File: src/rtl/misr_response_analyzer_pkg.sv
// Shared types and default constants for the MISR response analyzer.
package misr_response_analyzer_pkg;

  typedef enum logic [1:0] {
    ST_IDLE  = 2'd0,
    ST_RUN   = 2'd1,
    ST_CHECK = 2'd2,
    ST_DONE  = 2'd3
  } state_e;

  localparam logic [31:0] DEF_POLY = 32'h0000_00B8;
  localparam logic [31:0] DEF_SEED = 32'h0000_0000;

endpackage

File: src/rtl/misr_response_analyzer_if.sv
// Control/response bundle of the MISR response analyzer.
// MISR_ANALYZER_ERRCNT_EN adds the expected-response input and error counter.
interface misr_response_analyzer_if #(
  parameter int WIDTH = 8,
  parameter int CNT_W = 8
);
  logic             start;
  logic             abort;
  logic [CNT_W-1:0] num_pat;
  logic [WIDTH-1:0] golden;
  logic             resp_valid;
  logic [WIDTH-1:0] resp;
  logic             busy;
  logic             done;
  logic             pass;
  logic [WIDTH-1:0] signature;
`ifdef MISR_ANALYZER_ERRCNT_EN
  logic [WIDTH-1:0] exp;
  logic [CNT_W-1:0] err_cnt;

  modport master (output start, abort, num_pat, golden, resp_valid, resp, exp,
                  input  busy, done, pass, signature, err_cnt);
  modport slave  (input  start, abort, num_pat, golden, resp_valid, resp, exp,
                  output busy, done, pass, signature, err_cnt);
`else
  modport master (output start, abort, num_pat, golden, resp_valid, resp,
                  input  busy, done, pass, signature);
  modport slave  (input  start, abort, num_pat, golden, resp_valid, resp,
                  output busy, done, pass, signature);
`endif
endinterface

File: src/rtl/misr_response_analyzer_misr_core.sv
// MISR register: loads SEED, or shifts with POLY feedback and folds in din.
module misr_core #(
  parameter int               WIDTH = 8,
  parameter logic [WIDTH-1:0] POLY  = '0,
  parameter logic [WIDTH-1:0] SEED  = '0
) (
  input  logic             clk,
  input  logic             clear_n,
  input  logic             load,
  input  logic             shift,
  input  logic [WIDTH-1:0] din,
  output logic [WIDTH-1:0] q
);

  logic [WIDTH-1:0] r_q;

  always_ff @(posedge clk or negedge clear_n) begin
    if (!clear_n)   r_q <= SEED;
    else if (load)  r_q <= SEED;
    else if (shift) r_q <= {r_q[WIDTH-2:0], ^(r_q & POLY)} ^ din;
  end

  assign q = r_q;

endmodule

File: src/rtl/misr_response_analyzer.sv
// MISR response analyzer: compacts num_pat responses, compares to golden.
// Optional MISR_ANALYZER_ERRCNT_EN counts responses differing from exp.
module misr_response_analyzer
  import misr_response_analyzer_pkg::*;
#(
  parameter int               WIDTH = 8,
  parameter logic [WIDTH-1:0] POLY  = WIDTH'(DEF_POLY),
  parameter logic [WIDTH-1:0] SEED  = WIDTH'(DEF_SEED),
  parameter int               CNT_W = 8
) (
  input logic                       clk,
  input logic                       clear_n,
  misr_response_analyzer_if.slave   bus
);

  // state    | meaning
  // IDLE     | waiting for start
  // RUN      | compacting responses until num_pat accepted
  // CHECK    | comparing signature with golden
  // DONE     | result held until start or abort
  state_e           r_state;
  state_e           w_state_nxt;
  logic [CNT_W-1:0] r_count;
  logic [CNT_W-1:0] r_num_pat;
  logic             r_pass;
  logic             w_load;
  logic             w_shift;
  logic [WIDTH-1:0] w_q;

  always_comb begin
    w_state_nxt = r_state;
    w_load      = 1'b0;
    w_shift     = 1'b0;
    if (bus.abort) begin
      w_state_nxt = ST_IDLE;
    end else begin
      case (r_state)
        ST_IDLE, ST_DONE: begin
          if (bus.start) begin
            w_load      = 1'b1;
            w_state_nxt = (bus.num_pat == '0) ? ST_CHECK : ST_RUN;
          end
        end
        ST_RUN: begin
          if (bus.resp_valid) begin
            w_shift = 1'b1;
            if (r_count == r_num_pat - CNT_W'(1)) w_state_nxt = ST_CHECK;
          end
        end
        ST_CHECK: w_state_nxt = ST_DONE;
        default:  w_state_nxt = ST_IDLE;
      endcase
    end
  end

  always_ff @(posedge clk or negedge clear_n) begin
    if (!clear_n) begin
      r_state   <= ST_IDLE;
      r_count   <= '0;
      r_num_pat <= '0;
      r_pass    <= 1'b0;
    end else begin
      r_state <= w_state_nxt;
      if (w_load) begin
        r_count   <= '0;
        r_num_pat <= bus.num_pat;
      end else if (w_shift) begin
        r_count <= r_count + CNT_W'(1);
      end
      if (bus.abort || w_load)       r_pass <= 1'b0;
      else if (r_state == ST_CHECK)  r_pass <= (w_q == bus.golden);
    end
  end

  misr_core #(
    .WIDTH (WIDTH),
    .POLY  (POLY),
    .SEED  (SEED)
  ) u_misr_core (
    .clk     (clk),
    .clear_n (clear_n),
    .load    (w_load),
    .shift   (w_shift),
    .din     (bus.resp),
    .q       (w_q)
  );

`ifdef MISR_ANALYZER_ERRCNT_EN
  logic [CNT_W-1:0] r_err_cnt;

  // Saturating count of accepted responses that differ from exp
  always_ff @(posedge clk or negedge clear_n) begin
    if (!clear_n)
      r_err_cnt <= '0;
    else if (w_load)
      r_err_cnt <= '0;
    else if (w_shift && (bus.resp != bus.exp) && (r_err_cnt != '1))
      r_err_cnt <= r_err_cnt + CNT_W'(1);
  end

  assign bus.err_cnt = r_err_cnt;
`endif

  assign bus.busy      = (r_state == ST_RUN) || (r_state == ST_CHECK);
  assign bus.done      = (r_state == ST_DONE);
  assign bus.pass      = r_pass;
  assign bus.signature = w_q;

endmodule
File: src/flat_wrapper.sv
// flat-port wrapper written by rule: the top's interface ports become plain ports
module misr_response_analyzer_flat import misr_response_analyzer_pkg::*;
#(
  parameter int               WIDTH = 8,
  parameter logic [WIDTH-1:0] POLY  = WIDTH'(DEF_POLY),
  parameter logic [WIDTH-1:0] SEED  = WIDTH'(DEF_SEED),
  parameter int               CNT_W = 8
)
  (clk, clear_n, bus_start, bus_abort, bus_num_pat, bus_golden, bus_resp_valid, bus_resp, bus_busy, bus_done, bus_pass, bus_signature);
  misr_response_analyzer_if #(.WIDTH(WIDTH), .CNT_W(CNT_W)) bus_i ();
  input logic clk;
  input logic clear_n;
  input wire logic [$bits(bus_i.start)-1:0] bus_start;
  input wire logic [$bits(bus_i.abort)-1:0] bus_abort;
  input wire logic [$bits(bus_i.num_pat)-1:0] bus_num_pat;
  input wire logic [$bits(bus_i.golden)-1:0] bus_golden;
  input wire logic [$bits(bus_i.resp_valid)-1:0] bus_resp_valid;
  input wire logic [$bits(bus_i.resp)-1:0] bus_resp;
  output wire logic [$bits(bus_i.busy)-1:0] bus_busy;
  output wire logic [$bits(bus_i.done)-1:0] bus_done;
  output wire logic [$bits(bus_i.pass)-1:0] bus_pass;
  output wire logic [$bits(bus_i.signature)-1:0] bus_signature;
  assign bus_i.start = bus_start;
  assign bus_i.abort = bus_abort;
  assign bus_i.num_pat = bus_num_pat;
  assign bus_i.golden = bus_golden;
  assign bus_i.resp_valid = bus_resp_valid;
  assign bus_i.resp = bus_resp;
  assign bus_busy = bus_i.busy;
  assign bus_done = bus_i.done;
  assign bus_pass = bus_i.pass;
  assign bus_signature = bus_i.signature;
  misr_response_analyzer #(.WIDTH(WIDTH), .POLY(POLY), .SEED(SEED), .CNT_W(CNT_W)) u_core (.clk(clk), .clear_n(clear_n), .bus(bus_i));
endmodule
File: config.mk
export PLATFORM = sky130hd
export DESIGN_NAME = misr_response_analyzer_flat
export DESIGN_NICKNAME = d
export VERILOG_FILES = /design/src/rtl/misr_response_analyzer_pkg.sv /design/src/rtl/misr_response_analyzer_if.sv /design/src/rtl/misr_response_analyzer_misr_core.sv /design/src/rtl/misr_response_analyzer.sv /design/src/flat_wrapper.sv
export SDC_FILE = /design/constraint.sdc
export NUM_CORES = 1
export LEC_CHECK = 0
export ABC_AREA = 0
export BUFFER_PORTS_ARGS = -buffer_cell sky130_fd_sc_hd__buf_4
export CELL_PAD_IN_SITES_DETAIL_PLACEMENT = 1
export CELL_PAD_IN_SITES_GLOBAL_PLACEMENT = 2
export CORE_ASPECT_RATIO = 0.75
export CORE_MARGIN = 2
export CORE_UTILIZATION = 31
export CTS_BUF_LIST = sky130_fd_sc_hd__clkbuf_4 sky130_fd_sc_hd__clkbuf_8
export CTS_CLUSTER_DIAMETER = 100
export DETAILED_ROUTE_END_ITERATION = 7
export PLACE_DENSITY = 0.76
export SLEW_MARGIN = 20
export SYNTH_ARGS = -nofsm -noshare
export SYNTH_HDL_FRONTEND = slang
export SYNTH_HIERARCHICAL = 1
export SYNTH_SLANG_ARGS = --single-unit
File: constraint.sdc
create_clock -name clk -period 2.3 [get_ports clk]
set_input_delay 0.345 -clock clk [delete_from_list [all_inputs] [get_ports clk]]
set_output_delay 0.345 -clock clk [all_outputs]
set_load 0.005 [all_outputs]
* Word level (Yosys, flattened, before mapping) *
Index checks and enable logic that the tools add are counted.

storage, ports and cells
  output and inout bits = 11
  input bits = 29
  bits in registers = 27

cells by class
  $add $sub $neg = 2
  muxes and demuxes = 18
  eq/ne operators = 8
  reductions and logical operators = 9
  bitwise logic cells = 1

operators by type and width
  operator                                                                 count
  8-bit 2-to-1 mux                                                         4
  8-bit equality test                                                      2
  2-bit 2-to-1 mux                                                         5
  8-bit by 1-bit adder with 8-bit output, second input constant            1
  8-bit zero test                                                          1
  1-bit 2-to-1 mux                                                         8
  8-bit XOR reduction                                                      1
  8-bit by 1-bit subtractor with 8-bit output, second input constant       1
  8-bit bitwise XOR                                                        1
  3-bit inequality test, second input constant                             2
  2-bit case mux with 3 select lines                                       1
  2-bit equality test, second input constant                               2
  2-bit nonzero test                                                       2
  3-bit by 2-bit inequality test with 1-bit output, second input constant  1
  3-bit AND reduction                                                      1
  2-bit by 1-bit equality test with 1-bit output, second input constant    1
  2-bit zero test                                                          1
  1-bit logical OR                                                         2
  2-bit OR reduction                                                       1

* Logic depth before layout (Yosys ltp) *
  word-level depth = 6
  depth in mapped cells = 9
  gate-level depth less buffers = 7

* By module *
Netlist, hierarchy kept.

by module, submodules not included
  module                  instances  area each (um^2)  seq. area each (um^2)  cells an instance
  misr_response_analyzer  1          1,270.0           475.5                  129
  misr_core               1          419.2             200.2                  38

* Least setup slack after synthesis *
OpenSTA, ideal clock, no wires.

  path kind = register -> register
  start point = reg u_core.r_num_pat[0]
  end point = reg u_core.r_state[0]
  arrival = 2,024 ps
  buffers on the path = 0
  period minus slack after synthesis = 2,151 ps
  setup slack = 149 ps
  cell stages (with the launch flop) = 6
  cells stage by stage = dfrtp_1 or4_4 a2111oi_4 nor3_1 o41ai_2 mux2_1

between the ends
  cells in the longest elaborated chain, start to end = 4

RTL lines
  what                                                        RTL line                      text
  start: declaration                                          misr_response_analyzer.sv:24  logic [CNT_W-1:0] r_num_pat;
  start signal: assignment                                    misr_response_analyzer.sv:66  r_num_pat <= bus.num_pat;
  8-bit by 1-bit subtractor with 8-bit output                 misr_response_analyzer.sv:47  if (r_count == r_num_pat - CNT_W'(1)) w_state_nxt = ST_CHECK;
  8-bit equality test                                         misr_response_analyzer.sv:47
  3-bit by 2-bit inequality test with 1-bit output (no line)  n/a
  3-bit AND reduction (no line)                               n/a
  end signal: assignment                                      misr_response_analyzer.sv:63  r_state <= w_state_nxt;
  end: declaration                                            misr_response_analyzer.sv:21  state_e r_state;

Every way passes these cells.
A chain may end at the register's enable or synchronous reset.

* Worst setup path in the final report *
  start point = reg u_core.r_state[0]
  end point = reg u_core.r_state[0]

between the ends
  cells in the longest elaborated chain, start to end = 4
  elaborated cells on any way between the ends = 11
  those cells by class = eq/ne (6); mux (2); reduce/logical (3)

RTL lines
  what                                                                                   RTL line                      text
  2-bit equality test or 2-bit zero test (tied branches)                                 misr_response_analyzer.sv:37  case (r_state)
  2-bit OR reduction                                                                     misr_response_analyzer.sv:37
  3-bit inequality test (no line) or 2-bit case mux with 3 select lines (tied branches)  n/a
  3-bit AND reduction (no line) or 2-bit 2-to-1 mux (tied branches)                      n/a

Several ways; a longest one is shown, not always the timed one.

==> flow_summary.html <==
<table>
<tr><th>Metric</th><th>Value</th></tr>
<tr><th colspan="2">Power</th></tr>
<tr><td>Internal power component</td><td>1.39 mW</td></tr>
<tr><td>PD cells</td><td>1100 mW/mm^2</td></tr>
<tr><td>Leakage power</td><td>0.969 nW</td></tr>
<tr><td>Comb pwr share</td><td>50.9%</td></tr>
<tr><td>Register share of total power</td><td>37.2%</td></tr>
<tr><td>Max IR drop VDD</td><td>370 uV</td></tr>
<tr><td>Proportion of total power due to net switching</td><td>41.7%</td></tr>
<tr><td>Overall power consumption</td><td>2.38 mW</td></tr>
<tr><td>Switching power of the nets</td><td>0.993 mW</td></tr>
<tr><td>Share of total power in the clock network</td><td>11.9%</td></tr>
<tr><th colspan="2">Clock network</th></tr>
<tr><td>Number of clock sinks</td><td>27</td></tr>
<tr><td>Level count of the clock H-tree</td><td>1</td></tr>
<tr><td>Root buffer cell</td><td>clkbuf_8</td></tr>
<tr><td>TritonCTS buffer count</td><td>3</td></tr>
<tr><td>CTS tree</td><td>built</td></tr>
<tr><td>Post-CTS setup buffer count</td><td>0</td></tr>
<tr><td>Clock network latency to the later pin of the worst-skew pair</td><td>280 ps</td></tr>
<tr><td>Max Root-Sink Buffers</td><td>2</td></tr>
<tr><td>Clock-pin transition on the worst setup and hold timing paths</td><td>110 ps</td></tr>
<tr><th colspan="2">Detailed routing</th></tr>
<tr><td>Iteration count of the initial detailed-routing pass</td><td>4</td></tr>
<tr><td>Violation count after the first detailed-route iteration</td><td>64</td></tr>
<tr><td>Average wire per standard cell</td><td>16.2 microns</td></tr>
<tr><td>Number of nets with antenna violations after detailed routing</td><td>0</td></tr>
<tr><td>Drt via density</td><td>4.88</td></tr>
<tr><td>DRC viols</td><td>0</td></tr>
<tr><td>Detailed-route wire length</td><td>4.61 mm</td></tr>
<tr><td>Routed vias</td><td>1392</td></tr>
<tr><th colspan="2">Layout</th></tr>
<tr><td>NumNets Final</td><td>245</td></tr>
<tr><td>Layout cell share with drive strength beyond 1</td><td>28.6%</td></tr>
<tr><td>Area growth from synthesis to layout</td><td>27.9%</td></tr>
<tr><td>Total inserted antenna cells</td><td>0</td></tr>
<tr><td>Final non-filler cell total</td><td>285</td></tr>
<tr><th colspan="2">Logic synthesis</th></tr>
<tr><td>Share of the synthesized area in the top cell type</td><td>40.0%</td></tr>
<tr><td>Main area contributors after synthesis</td><td>dfrtp_1 40%, xor2_1 9.9%, xnor2_1 4.7%</td></tr>
<tr><td>Post-synth top flop</td><td>dfrtp_1</td></tr>
<tr><td>Largest family of logic cells by synthesized area</td><td>simple AND/OR/NAND/NOR gates</td></tr>
<tr><td>Net Count, Synth</td><td>201</td></tr>
<tr><td>Mux cell area share after synthesis</td><td>5.26%</td></tr>
<tr><td>Sequential area share after synthesis</td><td>40.0%</td></tr>
<tr><td>Post-Synth Adder-Cell Area</td><td>3.70%</td></tr>
<tr><td>Synth Warn #</td><td>6</td></tr>
<tr><td>Number of storage elements in the synthesis netlist</td><td>27</td></tr>
<tr><td>Share of synthesized cell area in and, or, nand and nor gates</td><td>17.9%</td></tr>
<tr><td>Complex-gate fraction of the synthesized area</td><td>12.7%</td></tr>
<tr><td>Instance count of the mapped netlist</td><td>167</td></tr>
<tr><td>Average instance area after synthesis</td><td>10.1 sq um</td></tr>
<tr><td>Count leader, synth</td><td>dfrtp_1</td></tr>
<tr><td>Number of synthesized flops with an enable pin</td><td>0</td></tr>
<tr><td>Most numerous cell types in the synthesized netlist</td><td>27 x dfrtp_1, 19 x nor2_1, 19 x xor2_1</td></tr>
<tr><td>Library cells used by synthesis</td><td>38</td></tr>
<tr><td>Synthesized cell area</td><td>0.00169 sq mm</td></tr>
<tr><td>Most area-hungry cell type in the Yosys netlist</td><td>dfrtp_1</td></tr>
<tr><td>Fraction of synthesized cell area in xor and xnor cells</td><td>17.5%</td></tr>
<tr><td>Async SR Flop Fraction</td><td>100%</td></tr>
<tr><th colspan="2">Placed design</th></tr>
<tr><td>Count of port buffers added during placement</td><td>39</td></tr>
<tr><td>Total half-perimeter wirelength after legalization and detailed placement</td><td>3.58 mm</td></tr>
<tr><td>Cell total after placement</td><td>280</td></tr>
<tr><td>Worst setup slack after placement</td><td>-24.4 ps</td></tr>
<tr><td>Final GP Congestion</td><td>0.764</td></tr>
<tr><th colspan="2">Floorplanning</th></tr>
<tr><td>Core Area</td><td>0.00530 sq mm</td></tr>
<tr><td>X dimension of the die</td><td>89.2 microns</td></tr>
<tr><td>Initial standard-cell utilization of the core</td><td>31.9%</td></tr>
<tr><td>Area of the die</td><td>0.00606 sq mm</td></tr>
<tr><td>DIE HEIGHT</td><td>67.9 microns</td></tr>
<tr><td>Number of top-level design ports</td><td>40</td></tr>
<tr><td>Number of placement rows</td><td>23</td></tr>
<tr><th colspan="2">Worst setup path</th></tr>
<tr><td>WP depth</td><td>7</td></tr>
<tr><td>Critical path buffer and inverter count</td><td>2</td></tr>
<tr><td>Series of cell instances along the critical path</td><td>inv_1 -&gt; ha_1 -&gt; inv_1 -&gt; o31a_1 -&gt; nand4_1 -&gt; o41ai_4 -&gt; mux2_1</td></tr>
<tr><td>Worst Reg2Reg Path Length in Cells</td><td>7</td></tr>
<tr><td>Capture instance of the worst register-to-register path</td><td>u_core/r_state[0]</td></tr>
<tr><td>Data arrival time of the critical path</td><td>2370 ps</td></tr>
<tr><td>CP startpoint kind</td><td>flop</td></tr>
<tr><td>Worst path slowest cell</td><td>dfrtp_1</td></tr>
<tr><td>Cell mode on critical path</td><td>inv_1</td></tr>
<tr><td>Max Fanout on Critical Path</td><td>5</td></tr>
<tr><td>CP required</td><td>2480 ps</td></tr>
<tr><td>Category of the critical setup timing path</td><td>flop to flop</td></tr>
<tr><td>CP top delay family</td><td>compound AO/OA/AOI/OAI gates</td></tr>
<tr><td>Origin of the critical flop-to-flop path</td><td>u_core/r_state[0]</td></tr>
<tr><td>Stage delay of the slowest cell on the critical path</td><td>430 ps</td></tr>
<tr><td>Sort of element at the end of the critical path</td><td>flop</td></tr>
<tr><td>Worst R2R Setup Slack</td><td>100 ps</td></tr>
<tr><th colspan="2">Global route</th></tr>
<tr><td>Top Usage Layer GRT</td><td>met2</td></tr>
<tr><td>Number of antenna violations at the first check in global routing</td><td>0</td></tr>
<tr><td>GRT Util Overall</td><td>16.6%</td></tr>
<tr><td>Aggregate global routing overflow</td><td>0</td></tr>
<tr><td>Global-route track usage on met3</td><td>2.29%</td></tr>
<tr><td>GRT met1 Usage</td><td>22.2%</td></tr>
<tr><td>Maximum number of pins on one net before global-route repair</td><td>28</td></tr>
<tr><td>Met2 demand-to-capacity share in global routing</td><td>29.1%</td></tr>
<tr><td>Wire length of the first global-routing pass</td><td>7.57 mm</td></tr>
<tr><td>Number of global-route vias before repair</td><td>1480</td></tr>
<tr><th colspan="2">STA</th></tr>
<tr><td>Fraction of the cycle the final worst path needs</td><td>95.6%</td></tr>
<tr><td>Pin slew with the least headroom to its limit</td><td>530 ps</td></tr>
<tr><td>Minimum clock period</td><td>2200 ps</td></tr>
<tr><td>Tightest slew margin relative to the limit</td><td>64.3%</td></tr>
<tr><td>Highest attainable clock frequency</td><td>0.455 GHz</td></tr>
<tr><td>Final hold vios</td><td>0</td></tr>
<tr><td>Worst path setup slack after routing</td><td>102 ps</td></tr>
<tr><td>Clk_skew</td><td>13.9 ps</td></tr>
<tr><td>Unrepaired setup endpoints after global routing</td><td>false</td></tr>
<tr><td>Worst Hold Slack</td><td>278 ps</td></tr>
<tr><td>Setup total negative slack</td><td>0 ps</td></tr>
<tr><td>Final-report setup violation count</td><td>0</td></tr>
<tr><td>Number of slew-limit violations in the final report</td><td>0</td></tr>
<tr><th colspan="2">Hold path</th></tr>
<tr><td>Hold Path End</td><td>u_core/bus.pass</td></tr>
<tr><td>Cell depth of the worst min-delay path</td><td>2</td></tr>
<tr><td>Hold Startpoint</td><td>bus_start</td></tr>
<tr><td>Worst hold path class</td><td>input port to flop</td></tr>
<tr><th colspan="2">Run</th></tr>
<tr><td>Max-cap violations</td><td>0</td></tr>
<tr><th colspan="2">Outcome</th></tr>
<tr><td>Run status</td><td>finished clean</td></tr>
</table>
==> cells by family (layout without fill, tap and decap cells) <==
| family | count (synthesis) | after routing |
|---|---|---|
| buf+inv | 12 | 55 |
| mux | 8 | 8 |
| compound gates | 26 | 26 |
| flops | 27 | 27 |
| xor+xnor | 30 | 30 |
| simple gates | 59 | 59 |
| fa+ha+maj | 5 | 5 |
==> layer usage <==
metal	part of all wire (%)	wire length (microns)
met1	48	2230
met3	1.7	80
met4	0.24	11
met5	0	0
met2	50	2290
==> power by group through the flow <==
stage / combinational [mW] / sequential, mW / clock [mW]
2_1_floorplan: 0.789 / 0.838 / 0
4_1_cts: 1.19 / 0.889 / 0.292
5_1_grt: 1.34 / 0.922 / 0.308
3_3_place_gp: 1.12 / 0.876 / 0
6_report: 1.21 / 0.885 / 0.282
3_5_place_dp: 1.18 / 0.897 / 0
==> repair_timing <==
| item | CTS | global route |
|---|---|---|
| pin swaps | 1 | 0 |
| setup endpoints to repair | 2 | 2 |
| gates resized for setup | 1 | 1 |
| endpoints found under the hold margin | 27 | 0 |
| hold buffers | 1 | 0 |
==> through the flow <==
stage,instance area (sq um),util (%)
floorplan,1690,-
global placement,2090,39.4
detailed placement,2090,39.4
CTS,2150,40.6
global route,2160,40.8
finish,2160,40.8
==> area by class of cell <==
| cell class | instances | area, sq um |
|---|---|---|
| clock inverters | 1 | 5.00 |
| flip-flops and latches | 27 | 676 |
| multi-input cells | 128 | 985 |
| inverters | 7 | 26.3 |
| fillers | 637 | 3140 |
| clock buffers | 3 | 41.3 |
| well taps | 75 | 93.8 |
| repair buffers | 44 | 333 |
==> sequential cells by signal, summed over array words and instances (netlist names) <==
signal	flops
u_core/bus.pass	1
u_core/r_count	8
u_core/r_num_pat	8
u_core/u_misr_core/q	8
u_core/r_state	2
==> layout by cell type (no fill, tap or decap), types with 4 or more instances in the layout <==
| master | instances |
|---|---|
| buf_4 | 43 |
| dfrtp_1 | 27 |
| nor2_1 | 19 |
| xor2_1 | 19 |
| nand2_1 | 9 |
| xnor2_1 | 9 |
| inv_1 | 7 |
| a211oi_1 | 7 |
| nand2b_1 | 6 |
| mux2_2 | 5 |
| o21ai_0 | 5 |
| a21oi_1 | 5 |
| ha_1 | 5 |
| nor4_1 | 4 |
| nand4_1 | 4 |
==> worst max-delay path by stage <==
stage,start,endpoint
detailed placement,u_core/r_num_pat[0],u_core/r_state[1]
global route,u_core/r_num_pat[0],u_core/r_state[1]
global placement,u_core/r_num_pat[0],u_core/r_state[1]
floorplan,u_core/r_num_pat[0],u_core/r_state[0]
finish,u_core/r_state[0],u_core/r_state[0]
CTS,u_core/r_num_pat[0],u_core/r_state[0]
Power figures use the tool's default switching activity.
